**config.mk**
```make
export PLATFORM = sky130hd
export DESIGN_NAME = sram_arbiter
export DESIGN_NICKNAME = d
export VERILOG_FILES = /design/src/rtl/sram_arb_pkg.sv /design/src/rtl/sram_arb_fifo.sv /design/src/rtl/sram_arbiter.sv
export SDC_FILE = /design/constraint.sdc
export NUM_CORES = 1
export LEC_CHECK = 0
export BUFFER_PORTS_ARGS = -buffer_cell sky130_fd_sc_hd__buf_2
export CORE_MARGIN = 2
export CORE_UTILIZATION = 58
export CTS_BUF_LIST = sky130_fd_sc_hd__clkbuf_8
export DETAILED_ROUTE_END_ITERATION = 8
export GPL_ROUTABILITY_DRIVEN = 0
export GPL_TIMING_DRIVEN = 0
export PLACE_DENSITY = 0.82
export SLEW_MARGIN = 25
export SYNTH_ARGS = -nofsm -noshare
export SYNTH_HDL_FRONTEND = slang
export SYNTH_SLANG_ARGS = --single-unit
```
**constraint.sdc**
```tcl
create_clock -name clock -period 3.5 [get_ports clock]
set_input_delay 0.35 -clock clock [delete_from_list [all_inputs] [get_ports clock]]
set_output_delay 0.35 -clock clock [all_outputs]
set_load 0.02 [all_outputs]
```
**src/rtl/sram_arb_pkg.sv**
```systemverilog
// Shared types for the SRAM download/video arbiter.
// Write FSM state encoding and the FIFO entry width helper.
package sram_arb_pkg;

    localparam int DATA_W = 8;

    typedef enum logic [1:0] {
        ST_IDLE   = 2'd0,
        ST_SETUP  = 2'd1,
        ST_STROBE = 2'd2,
        ST_HOLD   = 2'd3
    } arb_state_t;

    // One FIFO entry holds {address, byte}.
    function automatic int entry_w(input int addr_w);
        return addr_w + DATA_W;
    endfunction

endpackage

```
**src/rtl/sram_arb_fifo.sv**
```systemverilog
// Synchronous FIFO buffering {addr, byte} download entries.
// Ports: clock, reset (sync, active-high), push/din, pop/dout (head), full, empty.
module sram_arb_fifo
    import sram_arb_pkg::*;
#(
    parameter int DEPTH = 4,
    parameter int WIDTH = 23
) (
    input  logic             clock,
    input  logic             reset,
    input  logic             push,
    input  logic             pop,
    input  logic [WIDTH-1:0] din,
    output logic [WIDTH-1:0] dout,
    output logic             full,
    output logic             empty
);

    localparam int PW = $clog2(DEPTH);

    logic [PW:0]      wr_ptr;
    logic [PW:0]      rd_ptr;
    logic [WIDTH-1:0] mem [DEPTH];
    logic             do_pop;
    logic             do_push;

    // The extra MSB separates full from empty when the indices match.
    assign empty = (wr_ptr == rd_ptr);
    assign full  = (wr_ptr[PW] != rd_ptr[PW]) &&
                   (wr_ptr[PW-1:0] == rd_ptr[PW-1:0]);

    assign do_pop  = pop & ~empty;
    // A full FIFO still takes a push when the head leaves on the same edge.
    assign do_push = push & (~full | do_pop);

    assign dout = mem[rd_ptr[PW-1:0]];

    always_ff @(posedge clock) begin
        if (reset) begin
            wr_ptr <= '0;
            rd_ptr <= '0;
        end else begin
            if (do_push) wr_ptr <= wr_ptr + 1'b1;
            if (do_pop)  rd_ptr <= rd_ptr + 1'b1;
        end
    end

    always_ff @(posedge clock) begin
        if (do_push) mem[wr_ptr[PW-1:0]] <= din;
    end

endmodule

```
**src/rtl/sram_arbiter.sv**
```systemverilog
// Arbitrates the external SRAM between video fetch and buffered download writes.
// Ports: clock, reset, ce, download, ioctl_*, vid_a/vid_q, sram_*, busy, overflow.
// Optional macro SRAM_ARB_OVF_EN compiles in the sticky overflow flag.
module sram_arbiter
    import sram_arb_pkg::*;
#(
    parameter int FIFO_DEPTH = 4,
    parameter int ADDR_W     = 15,
    parameter int SRAM_AW    = 21
) (
    input  logic               clock,
    input  logic               reset,
    input  logic               ce,
    input  logic               download,
    input  logic               ioctl_wr,
    input  logic [ADDR_W-1:0]  ioctl_addr,
    input  logic [7:0]         ioctl_dout,
    input  logic [ADDR_W-1:0]  vid_a,
    output logic [7:0]         vid_q,
    output logic               sram_we_n,
    output logic [SRAM_AW-1:0] sram_a,
    output logic [7:0]         sram_dq_o,
    output logic               sram_dq_oe,
    input  logic [7:0]         sram_dq_i,
    output logic               busy,
    output logic               overflow
);

    localparam int EW = entry_w(ADDR_W);

    arb_state_t         state;
    logic               push;
    logic               pop;
    logic               full;
    logic               empty;
    logic [EW-1:0]      head;
    logic [SRAM_AW-1:0] vid_phys;
    logic [SRAM_AW-1:0] head_phys;

    assign push      = download & ioctl_wr;
    // Writes start only right after the video slot, so ce always sees IDLE.
    assign pop       = (state == ST_IDLE) & ce & ~empty;
    assign vid_phys  = {{(SRAM_AW-ADDR_W){1'b0}}, vid_a};
    assign head_phys = {{(SRAM_AW-ADDR_W){1'b0}}, head[EW-1:8]};

    assign vid_q = sram_dq_i;
    assign busy  = ~empty | (state != ST_IDLE);

    sram_arb_fifo #(
        .DEPTH (FIFO_DEPTH),
        .WIDTH (EW)
    ) u_fifo (
        .clock (clock),
        .reset (reset),
        .push  (push),
        .pop   (pop),
        .din   ({ioctl_addr, ioctl_dout}),
        .dout  (head),
        .full  (full),
        .empty (empty)
    );

    always_ff @(posedge clock) begin
        if (reset) begin
            state      <= ST_IDLE;
            sram_we_n  <= 1'b1;
            sram_dq_oe <= 1'b0;
            sram_dq_o  <= '0;
            sram_a     <= vid_phys;
        end else begin
            unique case (state)
                ST_IDLE: begin
                    sram_we_n <= 1'b1;
                    if (pop) begin
                        state      <= ST_SETUP;
                        sram_a     <= head_phys;
                        sram_dq_o  <= head[7:0];
                        sram_dq_oe <= 1'b1;
                    end else begin
                        sram_a     <= vid_phys;
                        sram_dq_oe <= 1'b0;
                    end
                end
                ST_SETUP: begin
                    state     <= ST_STROBE;
                    sram_we_n <= 1'b0;
                end
                ST_STROBE: begin
                    state     <= ST_HOLD;
                    sram_we_n <= 1'b1;
                end
                ST_HOLD: begin
                    state      <= ST_IDLE;
                    sram_we_n  <= 1'b1;
                    sram_dq_oe <= 1'b0;
                    sram_a     <= vid_phys;
                end
                default: begin
                    state      <= ST_IDLE;
                    sram_we_n  <= 1'b1;
                    sram_dq_oe <= 1'b0;
                end
            endcase
        end
    end

`ifdef SRAM_ARB_OVF_EN
    logic ovf;

    always_ff @(posedge clock) begin
        if (reset) begin
            ovf <= 1'b0;
        end else if (push & full & ~pop) begin
            ovf <= 1'b1;
        end
    end

    assign overflow = ovf;
`else
    logic unused_full;

    assign unused_full = full;
    assign overflow    = 1'b0;
`endif

endmodule

```
## Word level (Yosys, flattened, before mapping)

Memory sizes are Yosys's and may differ from the RTL's. A register that Yosys moved wholly into a read port is not among the register bits.
Cells that the tools add are included.

| cells by class | value |
|---|---|
| bitwise gates (word level) | 9 |
| eq/ne operators | 7 |
| reduce and logical (&&, ||, !) cells | 7 |
| multiplexer cells | 12 |
| $add $sub $neg | 2 |

Operator list:

| kind | number |
|---|---|
| $pmux 21 s2 | 1 |
| $mux 15 | 2 |
| $pmux 2 s4 | 1 |
| $add 3x1->3 const B | 2 |
| $mux 2 | 3 |
| $and 1x1->1 | 5 |
| $eq 2x2->1 const B | 2 |
| $pmux 1 s2 | 2 |
| $reduce_bool 2->1 | 2 |
| $eq 3x3->1 | 1 |
| $mux 1 | 3 |
| $reduce_bool 3->1 | 1 |
| $reduce_or 3->1 | 1 |
| $eq 2x1->1 const B | 1 |
| $eq 2x2->1 | 1 |
| $logic_not 2->1 | 1 |
| $ne 2x1->1 const B | 1 |
| $not 1->1 | 2 |
| $or 1x1->1 | 2 |
| $reduce_and 2->1 | 1 |
| $logic_and 1x1->1 | 1 |
| $ne 1x1->1 | 1 |

| storage, ports and cells | value |
|---|---|
| memory bits (writable) | 92 |
| logic and storage cells | 46 |
| input port bits | 51 |
| output and inout port bits | 41 |
| memories kept | 1 |
| bits in registers | 39 |

Memories:

| memory | depth | bits a word | rd ports | clocked after memory_dff | write ports | RTL line | RTL |
|---|---|---|---|---|---|---|---|
| u_fifo.mem | 4 | 23 | 1 | 1 | 1 | sram_arb_fifo.sv:23 | `logic [WIDTH-1:0] mem [DEPTH];` |

## Logic depth before layout (Yosys ltp)

| logic depth | value |
|---|---|
| word-level depth | 8 |
| mapped depth | 6 |

## By module

Synthesis repeated with hierarchy kept, for this count alone.

| unflattened totals | value |
|---|---|
| cells, all modules | 284 |
| area, all modules | 5,173.7 sq um |

Modules (own cells, without submodules):

| module | instances | area each (sq um) | cells each |
|---|---|---|---|
| sram_arb_fifo | 1 | 3,857.4 | 175 |
| sram_arbiter | 1 | 1,316.3 | 109 |

## Least setup slack after synthesis

OpenSTA, ideal clock, no wires.

| timing path | value |
|---|---|
| path type | reg-to-reg |
| from | register state[0] |
| to | register u_fifo.wr_ptr[2] |
| setup slack | 755 ps |
| setup time | 124 ps |
| period minus slack after synthesis | 2,745 ps |
| path buffers | 0 |
| stages on the path, launching flop included | 6 |
| data required time | 3,376 ps |
| arrival time | 2,621 ps |
| path through | dfxtp_1 inv_1 ha_1 nand2_1 a41oi_1 mux2_2 |

| between the ends | value |
|---|---|
| word-level cells in the longest chain between the ends | 6 |

Ends and longest elaborated chain:

| item | RTL line | RTL |
|---|---|---|
| start, declared | sram_arbiter.sv:31 | `arb_state_t state;` |
| start signal, assigned | sram_arbiter.sv:65 | `state <= ST_IDLE;` |
| start signal, assigned | sram_arbiter.sv:75 | `state <= ST_SETUP;` |
| start signal, assigned | sram_arbiter.sv:85 | `state <= ST_STROBE;` |
| $logic_not 2->1 | sram_arbiter.sv:42 | `assign pop = (state == ST_IDLE) & ce & ~empty;` |
| $and 1x1->1 (2 in a row) | sram_arbiter.sv:42 |  |
| $and 1x1->1 | sram_arb_fifo.sv:32 | `assign do_pop = pop & ~empty;` |
| $or 1x1->1 | sram_arb_fifo.sv:34 | `assign do_push = push & (~full \| do_pop);` |
| $and 1x1->1 | sram_arb_fifo.sv:34 |  |
| end signal, assigned | sram_arb_fifo.sv:43 | `if (do_push) wr_ptr <= wr_ptr + 1'b1;` |
| end, declared | sram_arb_fifo.sv:21 | `logic [PW:0] wr_ptr;` |

No other way between the ends.
A chain may end at the register's enable or synchronous reset.

## Worst setup path in the final report

| timing path | value |
|---|---|
| from | register state[1] |
| to | memory u_fifo.mem[1][7], enable pin |

| between the ends | value |
|---|---|
| word-level cells in the longest chain between the ends | 8 |

Ends and longest elaborated chain:

| item | RTL line | RTL |
|---|---|---|
| $logic_not 2->1 | sram_arbiter.sv:42 |  |
| $and 1x1->1 (2 in a row) | sram_arbiter.sv:42 |  |
| $and 1x1->1 | sram_arb_fifo.sv:32 |  |
| $or 1x1->1 | sram_arb_fifo.sv:34 |  |
| $and 1x1->1 | sram_arb_fifo.sv:34 |  |
| $mux 1 | sram_arb_fifo.sv:49 | `if (do_push) mem[wr_ptr[PW-1:0]] <= din;` |
| $mux 1 (not written as such) | sram_arb_fifo.sv:49 |  |
| end, declared | sram_arb_fifo.sv:23 |  |

No other way between the ends.

==> metrics <==
n_diodes=0; Final HPWL DP=6040 um; Syn Std Cell Area=5240 sq um; GRT Total Usage=19.5%; worst skew pair latency=0.41 ns; row count=34; Combinational Power Share=18.1%; Post-synth top flop=edfxtp_1; Final Routed Wirelength=9050 um; pwr dens=580 nW/um^2; Switching Share=27.4%; syn_area_per_cell=18.5 sq um; vias after detailed routing=2760; register area share after synthesis=69.0%; die width=99.0 um; Req. time, crit path=3.54 ns; pin count of the biggest net entering global routing=24; Worst Path Arrival=2.59 ns; CP Class=reg -> reg; WHS=0.147 ns; initial antenna violation count=0; Min Clock Period, post-route=2.55 ns; io pins=92; Finish-stage setup viols=0; post-synthesis adder-cell area fraction=2.15%; crit end category=flip-flop; worst hold path class=in -> reg; core box area=8720 sq um; CTS root buf=clkbuf_8; slew at the pin closest to its max-slew limit=0.870 ns; number of max-cap violations=0; NetSw=985 uW; final worst-path cycle share=73.0%; die area=9800 sq um; post-synthesis compound-gate area fraction=2.01%; commonest non-fill, non-tap cell in the layout=edfxtp_1; Die Ht=99.0 um; dpl cells=473; Fin Clk Skew=0.0107 ns; Overflow after GRT=0; post-synth cell types=35; Max IR drop VDD=0.305 mV; Post-Syn Instances=283; Sequential Power Share=50.0%; Worst-path clk slew=0.08 ns; Async S/R FF share, synth=0%; initial core utilization=60.0%; clock sink count=127; outcome=finished clean; total CTS buffers=17; clock power share=31.9%; type of origin of the critical path=flip-flop; Max clock buf depth=2; DR vias/cell=5.47; post-CTS setup repair buffer count=0; Slew Limit Fails=0; Leak=0.00233 uW; Routed wire per std cell=17.9 um; Syn. warnings=0; Seq cells post-synth=127; critical path peak fanout=23; main combinational cell family by area after synthesis=multiplexers; post-synthesis mux area share=16.8%; relative slew slack=42.0%; XOR/XNOR Fraction of Synth Area=1.29%; Achievable Freq=391 MHz; iteration count of the initial detailed-routing pass=4; Finished Layout Cells=505; Synth Area in Simple Gates=5.11%; most frequent cells in the layout=edfxtp_1, buf_2, nand2b_1; Resize count post-CTS=0; Port Buffers=75; CTS tree=done; hold_buf cts=0; Antenna Nets Post-Route=0; Pint=2610 uW; vias in the first global route=2807; Initial DRC Count=187; first-pass GRT wire length=14000 um; fin nets=444; Post-synth EDFFs=107; Max H-tree Level=4; fraction of layout cells with a size suffix above 1=44.8%; DRC=0; Fin. Hold Viols=0; Layout Utilization=71.0%; RSZ-0062 raised after global routing=no; Area Growth Syn to Fin=18.2%
==> final cells by class <==
cell class | count | area, sq um
clock inverters | 15 | 138
flip-flops and latches | 127 | 3610
well taps | 108 | 135
clock buffers | 17 | 234
repair buffers | 76 | 403
multi-input cells | 132 | 1480
plain buffers | 26 | 170
inverters | 4 | 15.0
fillers | 569 | 2530
==> final timing paths <==
path / start / end / slack [ns] / cells after the start
max: state[1]$_SDFFE_PP0P_ / u_fifo.mem[1][7]$_DFFE_PP_ / 0.95 / 5
min: ioctl_dout[5] / u_fifo.mem[2][5]$_DFFE_PP_ / 0.15 / 1
max reg2reg: state[1]$_SDFFE_PP0P_ / u_fifo.mem[1][7]$_DFFE_PP_ / 0.95 / 5
min reg2reg: sram_dq_oe$_SDFFE_PP0P_ / sram_dq_oe$_SDFFE_PP0P_ / 0.49 / 2
==> through the flow <==
step | setup WS, ns | area, sq um | total power [uW] | setup TNS, ns
after CTS | 0.938 | 6190 | 3630 | 0
after global placement | -0.368 | 5770 | 2460 | -5.76
final | 0.945 | 6190 | 3590 | 0
after floorplan | 0.755 | 5260 | 2290 | 0
after global routing | 0.783 | 6190 | 3750 | 0
after detailed placement | 0.973 | 5820 | 2490 | 0
==> power by group through the flow <==
stage          Clock [uW]  Combinational (uW)  Sequential (uW)
2_1_floorplan           0                 392             1900
3_3_place_gp            0                 634             1830
3_5_place_dp            0                 657             1830
4_1_cts              1170                 659             1800
5_1_grt              1240                 700             1810
6_report             1150                 649             1800
==> kinds of logic after synthesis <==
| kind of cell | Yosys count |
|---|---|
| DFF | 127 |
| buffers and inverters | 30 |
| AOI/OAI and AO/OA | 11 |
| xor gates and xnor gates | 6 |
| other | 1 |
| adders and majority gates | 9 |
| muxes | 53 |
| and+or+nand+nor | 46 |
==> Yosys cell counts, types with 2 or more instances <==
cell      count  share of area, %
edfxtp_1    107                61
nand2b_1     24               2.9
mux4_2       23               9.9
dfxtp_1      20               7.6
buf_4        15               2.2
mux2i_1      11               2.1
mux2_4       10               2.9
ha_1          9               2.2
mux2_2        9               1.9
clkbuf_1      6              0.43
nor2_1        5              0.36
buf_2         4              0.38
inv_1         4              0.29
a41oi_1       3              0.50
and2_1        3              0.36
nand2_1       3              0.22
nor2b_1       3              0.36
xor2_1        3              0.50
a31oi_1       2              0.24
nand3_1       2              0.19
or3_1         2              0.24
xnor2_2       2              0.62
==> state kept, by name, indices dropped and copies added (netlist names), named ones only <==
name and cells:
u_fifo.mem 92, sram_a 15, sram_dq_o 8, u_fifo.rd_ptr 3, u_fifo.wr_ptr 3, state 2, sram_dq_oe 1, sram_we_n 1
==> metal layers <==
metal | vias to the layer above | GRT usage [%] | wire [um]
met4 | 0 | 6.64 | 80
li1 | 1280 | - | -
met3 | 6 | 6.03 | 530
met1 | 1377 | 23.7 | 3650
met5 | - | 0 | 0
met2 | 97 | 33.3 | 4790
==> critical path, stage by stage (launching register included) <==
cell and delay, ns:
dfxtp_1 0.35, inv_1 0.09, ha_1 0.29, nand2_1 0.25, a41oi_1 0.51, and2_2 0.68
Note: power is estimated with default switching activity, not from simulation.
